--- src/rtl/nx_ia_mem_arb.sv ---
// Memory arbiter between N_HW hardware requesters and the indirect-access sw port.
// Define NX_IA_ARB_STATS_EN to build the saturating sw_wait_cnt stall counter.
module nx_ia_mem_arb #(
    parameter int N_HW        = 2,
    parameter int N_ENTRIES   = 1024,
    parameter int N_DATA_BITS = 32,
    parameter int RD_LATENCY  = 1
) (
    input  logic                                   clk,
    input  logic                                   rst_n,
    input  logic [N_HW-1:0]                        i_hw_req,
    input  logic [N_HW-1:0]                        i_hw_we,
    input  logic [N_HW-1:0][$clog2(N_ENTRIES)-1:0] i_hw_add,
    input  logic [N_HW-1:0][N_DATA_BITS-1:0]       i_hw_wdat,
    output logic [N_HW-1:0]                        o_hw_gnt,
    output logic [N_HW-1:0]                        o_hw_rsp,
    input  logic                                   i_sw_cs,
    input  logic                                   i_sw_ce,
    input  logic                                   i_sw_we,
    input  logic [$clog2(N_ENTRIES)-1:0]           i_sw_add,
    input  logic [N_DATA_BITS-1:0]                 i_sw_wdat,
    input  logic                                   i_yield,
    input  logic                                   i_sw_reset,
    input  logic                                   i_sw_enable,
    output logic                                   o_grant,
    output logic                                   o_rsp,
    output logic [N_DATA_BITS-1:0]                 o_sw_rdat,
    output logic                                   o_sw_match,
    output logic                                   o_mem_cs,
    output logic                                   o_mem_ce,
    output logic                                   o_mem_we,
    output logic [$clog2(N_ENTRIES)-1:0]           o_mem_add,
    output logic [N_DATA_BITS-1:0]                 o_mem_wdat,
    input  logic [N_DATA_BITS-1:0]                 i_mem_rdat,
    input  logic                                   i_mem_match,
    output logic [N_DATA_BITS-1:0]                 o_hw_rdat,
    output logic [15:0]                            o_sw_wait_cnt
);

    localparam int AW = $clog2(N_ENTRIES);
    localparam int PW = (N_HW > 1) ? $clog2(N_HW) : 1;

    typedef enum logic [1:0] {NORMAL, SW_PRIO, LOCK} state_t;

    state_t                r_state;
    logic [PW-1:0]         r_rr_ptr;
    logic                  w_lock;
    logic                  w_prio;
    logic                  w_found;
    logic                  w_sw_gnt;
    logic                  w_hw_gnt_en;
    logic                  w_read;
    logic [PW-1:0]         w_hw_idx;
    logic [N_HW-1:0]       w_hw_gnt;
    int                    w_idx;

    logic                  r_mem_cs;
    logic                  r_mem_ce;
    logic                  r_mem_we;
    logic [AW-1:0]         r_mem_add;
    logic [N_DATA_BITS-1:0] r_mem_wdat;

    logic [RD_LATENCY:0]   r_pipe_vld;
    logic [RD_LATENCY:0]   r_pipe_sw;
    logic [PW-1:0]         r_pipe_own [RD_LATENCY+1];
    logic                  w_out_vld;

    // sw_reset and a yield request take effect in the cycle they are seen, ahead of the state register.
    always_comb begin
        w_lock      = i_sw_reset || (r_state == LOCK);
        w_prio      = !w_lock && ((r_state == SW_PRIO) || ((r_state == NORMAL) && i_yield && i_sw_cs));
        w_found     = 1'b0;
        w_hw_idx    = '0;
        w_idx       = 0;
        w_sw_gnt    = 1'b0;
        w_hw_gnt_en = 1'b0;
        for (int k = 0; k < N_HW; k++) begin
            w_idx = int'(r_rr_ptr) + k;
            if (w_idx >= N_HW) w_idx = w_idx - N_HW;
            if (!w_found && i_hw_req[PW'(w_idx)]) begin
                w_found  = 1'b1;
                w_hw_idx = PW'(w_idx);
            end
        end
        if (!rst_n) begin
            w_sw_gnt = 1'b0;
        end else if (w_lock) begin
            w_sw_gnt = i_sw_cs;
        end else if (w_prio && i_sw_cs) begin
            w_sw_gnt = 1'b1;
        end else if (i_sw_enable && w_found) begin
            w_hw_gnt_en = 1'b1;
        end else begin
            w_sw_gnt = i_sw_cs && i_sw_enable;
        end
        w_hw_gnt           = '0;
        w_hw_gnt[w_hw_idx] = w_hw_gnt_en;
        w_read             = w_sw_gnt ? !i_sw_we : (w_hw_gnt_en && !i_hw_we[w_hw_idx]);
    end

    assign o_hw_gnt = w_hw_gnt;
    assign o_grant  = w_sw_gnt;

    always_ff @(posedge clk or negedge rst_n) begin
        if (!rst_n) begin
            r_state  <= NORMAL;
            r_rr_ptr <= '0;
        end else begin
            if (i_sw_reset) begin
                r_state <= LOCK;
            end else begin
                case (r_state)
                    // A yield is normally granted immediately, so SW_PRIO is only held if that grant was withheld.
                    NORMAL:  if (i_yield && i_sw_cs && !w_sw_gnt) r_state <= SW_PRIO;
                    SW_PRIO: if (w_sw_gnt) r_state <= NORMAL;
                    LOCK:    r_state <= NORMAL;
                    default: r_state <= NORMAL;
                endcase
            end
            if (w_hw_gnt_en) begin
                r_rr_ptr <= (w_hw_idx == PW'(N_HW - 1)) ? '0 : w_hw_idx + PW'(1);
            end
        end
    end

    always_ff @(posedge clk or negedge rst_n) begin
        if (!rst_n) begin
            r_mem_cs   <= 1'b0;
            r_mem_ce   <= 1'b0;
            r_mem_we   <= 1'b0;
            r_mem_add  <= '0;
            r_mem_wdat <= '0;
        end else if (w_sw_gnt) begin
            r_mem_cs   <= 1'b1;
            r_mem_ce   <= i_sw_ce;
            r_mem_we   <= i_sw_we;
            r_mem_add  <= i_sw_add;
            r_mem_wdat <= i_sw_wdat;
        end else if (w_hw_gnt_en) begin
            r_mem_cs   <= 1'b1;
            r_mem_ce   <= 1'b0;
            r_mem_we   <= i_hw_we[w_hw_idx];
            r_mem_add  <= i_hw_add[w_hw_idx];
            r_mem_wdat <= i_hw_wdat[w_hw_idx];
        end else begin
            r_mem_cs   <= 1'b0;
            r_mem_ce   <= 1'b0;
            r_mem_we   <= 1'b0;
            r_mem_add  <= '0;
            r_mem_wdat <= '0;
        end
    end

    assign o_mem_cs   = r_mem_cs;
    assign o_mem_ce   = r_mem_ce;
    assign o_mem_we   = r_mem_we;
    assign o_mem_add  = r_mem_add;
    assign o_mem_wdat = r_mem_wdat;

    // Read tracking pipe: stage RD_LATENCY lines up with the memory's read data.
    always_ff @(posedge clk or negedge rst_n) begin
        if (!rst_n) begin
            r_pipe_vld <= '0;
            r_pipe_sw  <= '0;
            for (int k = 0; k <= RD_LATENCY; k++) r_pipe_own[k] <= '0;
        end else begin
            r_pipe_vld    <= {r_pipe_vld[RD_LATENCY-1:0], w_read};
            r_pipe_sw     <= {r_pipe_sw[RD_LATENCY-1:0], w_sw_gnt};
            r_pipe_own[0] <= w_hw_idx;
            for (int k = 1; k <= RD_LATENCY; k++) r_pipe_own[k] <= r_pipe_own[k-1];
        end
    end

    assign w_out_vld = r_pipe_vld[RD_LATENCY];
    assign o_rsp     = w_out_vld && r_pipe_sw[RD_LATENCY];

    always_comb begin
        o_hw_rsp = '0;
        if (w_out_vld && !r_pipe_sw[RD_LATENCY]) o_hw_rsp[r_pipe_own[RD_LATENCY]] = 1'b1;
    end

    assign o_sw_rdat  = o_rsp ? i_mem_rdat : '0;
    assign o_hw_rdat  = (|o_hw_rsp) ? i_mem_rdat : '0;
    assign o_sw_match = o_rsp && i_mem_match;

`ifdef NX_IA_ARB_STATS_EN
    logic [15:0] r_wait_cnt;

    always_ff @(posedge clk or negedge rst_n) begin
        if (!rst_n) begin
            r_wait_cnt <= '0;
        end else if (i_sw_cs && !w_sw_gnt && (r_wait_cnt != 16'hFFFF)) begin
            r_wait_cnt <= r_wait_cnt + 16'd1;
        end
    end

    assign o_sw_wait_cnt = r_wait_cnt;
`else
    assign o_sw_wait_cnt = '0;
`endif

endmodule

--- config.mk ---
export PLATFORM = sky130hd
export DESIGN_NAME = nx_ia_mem_arb
export DESIGN_NICKNAME = d
export VERILOG_FILES = /design/src/rtl/nx_ia_mem_arb.sv
export SDC_FILE = /design/constraint.sdc
export NUM_CORES = 1
export LEC_CHECK = 0
export BUFFER_PORTS_ARGS = -buffer_cell sky130_fd_sc_hd__buf_2
export CAP_MARGIN = 20
export CORE_AREA = 2 2 118 120
export CTS_CLUSTER_DIAMETER = 50
export DETAILED_ROUTE_END_ITERATION = 10
export DIE_AREA = 0 0 120 122
export SLEW_MARGIN = 20
export SYNTH_ARGS = -nofsm -noshare
export SYNTH_HDL_FRONTEND = slang
export SYNTH_SLANG_ARGS = --single-unit
--- constraint.sdc ---
create_clock -name clk -period 1.7 [get_ports clk]
set_input_delay 0.255 -clock clk [delete_from_list [all_inputs] [get_ports clk]]
set_output_delay 0.255 -clock clk [all_outputs]
set_load 0.05 [all_outputs]
==> summary.txt <==
Place
  • Placed cells: 724
  • Hpwl dp: 9070 um
  • Routability congestion estimate: 0.800
  • I/O Buffers: 285
  • Post-DP Area: 4790 um2
  • Pre-CTS setup slack: 0.192 ns

Die
  • Die width: 120 um
  • DIE HEIGHT: 122 um
  • Core region area: 13,500 um2
  • Die area: 14,600 um2
  • Starting density of the core: 0.238
  • Core Rows: 43
  • IO Count: 303

Cells and area
  • # diodes: 0
  • Commonest non-fill, non-tap cell in the layout: buf_2
  • P&R area growth vs syn: 59.8%
  • Post-route insts no fill: 735
  • Commonest cells after routing, fill and taps aside: 232 x buf_2, 53 x dfrtp_1, 43 x mux2i_1, 42 x buf_4, 35 x and2_1
  • Share of layout cells above drive strength 1: 0.614
  • Finished Cell Area: 5140 um2
  • Layout Nets: 725

Timing
  • Final setup margin: -0.000651 ns
  • Max-slew violations: 0
  • Period utilization: 1.00
  • Min Clock Period, post-route: 1.70 ns
  • RSZ-0062 raised after global routing: yes
  • Max Fclk: 588 MHz
  • Final clock skew: 0.00943 ns
  • Final Hold Viols: 0
  • Final setup viols: 1

Synthesis
  • Yosys warns: 0
  • Sequential share of the synthesized area: 0.420
  • Post-Synth Simple-Gate Area: 0.148
  • Post-synthesis compound-gate area fraction: 0.194
  • Mapped Cells: 274
  • Xor/xnor share of the synthesized area: 0.00272
  • Post-synthesis adder-cell area fraction: 0
  • Mux contribution to synthesized area: 0.137
  • Main combinational cell family by area after synthesis: compound AO/OA/AOI/OAI gates
  • Mapped Area: 3220 um2
  • Unique masters post-synth: 27
  • Syn Area/Cell: 11.7 um2
  • Synthesis-stage register bit count: 54

Pwr
  • Internal power consumption: 0.00280 W
  • PwrDens: 875 nW/um2
  • Combinational share of power: 0.427
  • Leak Pwr: 2.94 nW
  • Reg power frac: 0.321
  • Sw frac: 0.377
  • Sw Pwr: 0.00170 W
  • Worst IR Drop VDD: 443 uV
  • Clock network power share: 0.253

Worst setup path
  • Critical path fanouts, max: 5
  • Setup Crit Path Kind: reg2out
  • Setup crit end kind: output pin
  • Startpoint Class: register
  • Crit path DAT: 1.45 ns
  • WP data required: 1.44 ns

Run status
  • Status: finished with violations
  • Violated checks: setup timing

GRT
  • Total GRT Usage: 0.141
  • First-pass GRT wire length: 15,900 um
  • Congestion Overflow GR: 0
  • Initial antenna violation count: 0
  • Largest net degree at the start of global routing: 35
  • Number of global-route vias before repair: 3,100

Routing
  • DRT iter0 DRCs: 107
  • Drt total wl: 11,100 um
  • DRT antenna net count: 0
  • Vias per std cell: 4.33
  • DRC viols: 0
  • Vias after detailed routing: 3,184
  • Wire per inst: 15.2 um
  • First-pass DRT Iterations: 4

CTS
  • CTS tree: yes
  • CTS Buffer Depth: 2
  • CTS Buf Count: 5
  • Skew-Pair Late Insertion Delay: 0.29 ns
  • CTS H-Tree Depth: 2
  • # clock sinks: 54
  • Root buf cell: clkbuf_16
  • Clk slew on worst S/H paths: 0.07 ns

Run
  • Max-cap violations: 0

Worst hold path
  • Worst Hold Class: in2async
## sequential cells by signal, summed over array words and instances (netlist names)
register    flops
r_pipe_sw       2
r_state         2
o_mem_cs        1
o_mem_we        1
r_rr_ptr        1
o_mem_ce        1
o_mem_add      10
r_pipe_own      2
o_mem_wdat     32
r_pipe_vld      2
## Yosys cell counts, drive strengths merged
cell type	number	share of area
nand2	2	0.0031
nor2b	2	0.0039
o21ai	1	0.0027
xnor2	1	0.0027
clkbuf	11	0.013
nor3	1	0.0016
nor2	2	0.0023
a21oi	2	0.0031
a211o	1	0.0027
a2111oi	1	0.0027
o211ai	2	0.0047
and4b	1	0.0031
mux2i	43	0.13
mux2	1	0.0035
and3	33	0.064
dfrtp	54	0.42
and2	35	0.068
inv	5	0.0058
o2bb2ai	44	0.18
nand2b	1	0.0019
buf	30	0.079
conb	1	0.0012
## what timing repair did
item                                    4_1_cts  5_1_grt
hold buffers                                  0        0
gates cloned                                  0        1
gates resized for setup                      20       61
pin swaps                                     1        3
buffers inserted                              1        1
endpoints found under the setup margin       39       70
## metal layers
metal,routed length (um),vias up,global-route usage
li1,-,1507,-
met1,4320,1482,0.162
met2,5430,187,0.246
met3,1230,8,0.0496
met4,155,0,0.0449
met5,0,-,0
## area by class of cell
type,instances,area [um2]
fillers,1347,8360
repair buffers,299,1760
multi-input cells,189,1630
flip-flops and latches,54,1350
well taps,180,225
clock buffers,7,133
clock inverters,1,30.0
inverters,5,18.8
## worst max-delay path: stages (launching register included)
cell      delay (ns)
dfrtp_1         0.43
o211ai_1        0.18
o211ai_1        0.18
nor2_1          0.18
buf_6           0.18
## power by group through the flow
stage,logic (W),registers (W),clock network (W)
2_1_floorplan,0.00118,0.00170,0
3_3_place_gp,0.00185,0.00146,0
3_5_place_dp,0.00189,0.00147,0
4_1_cts,0.00190,0.00144,0.00118
5_1_grt,0.00204,0.00146,0.00124
6_report,0.00192,0.00144,0.00114
## per-stage QoR
step	hold WS (ns)	util	TNS, ns	total power, W
floorplan	-0.0406	-	-0.248	0.00288
global placement	0.333	0.355	0	0.00332
detailed placement	0.335	0.355	0	0.00336
CTS	0.0338	0.371	0	0.00453
global route	0.0464	0.381	-0.320	0.00473
finish	0.0294	0.381	-0.000651	0.00450
## logic make-up (layout without fill, tap and decap cells)
group | count (synthesis) | count (layout)
buffers and inverters | 46 | 312
and+or+nand+nor | 77 | 77
AOI/OAI and AO/OA | 51 | 51
muxes | 44 | 44
DFF | 54 | 54
xor gates and xnor gates | 1 | 1
other | 1 | 16
## path summary, 6_finish.rpt
check,endpoint,slack [ns],cells past startpoint,start
hold reg to reg,r_pipe_sw[1],0.35,0,r_pipe_sw[0]
min in group clk,r_state[1],0.10,1,i_sw_reset
max in group asynchronous,r_rr_ptr,1.37,2,rst_n
setup reg to reg,o_mem_add[8],0.16,6,r_state[0]
hold / removal,o_mem_wdat[31],0.03,2,rst_n
setup / recovery,o_hw_gnt[0],-0.0007,4,r_state[0]
(Power assumes the default switching activity.)
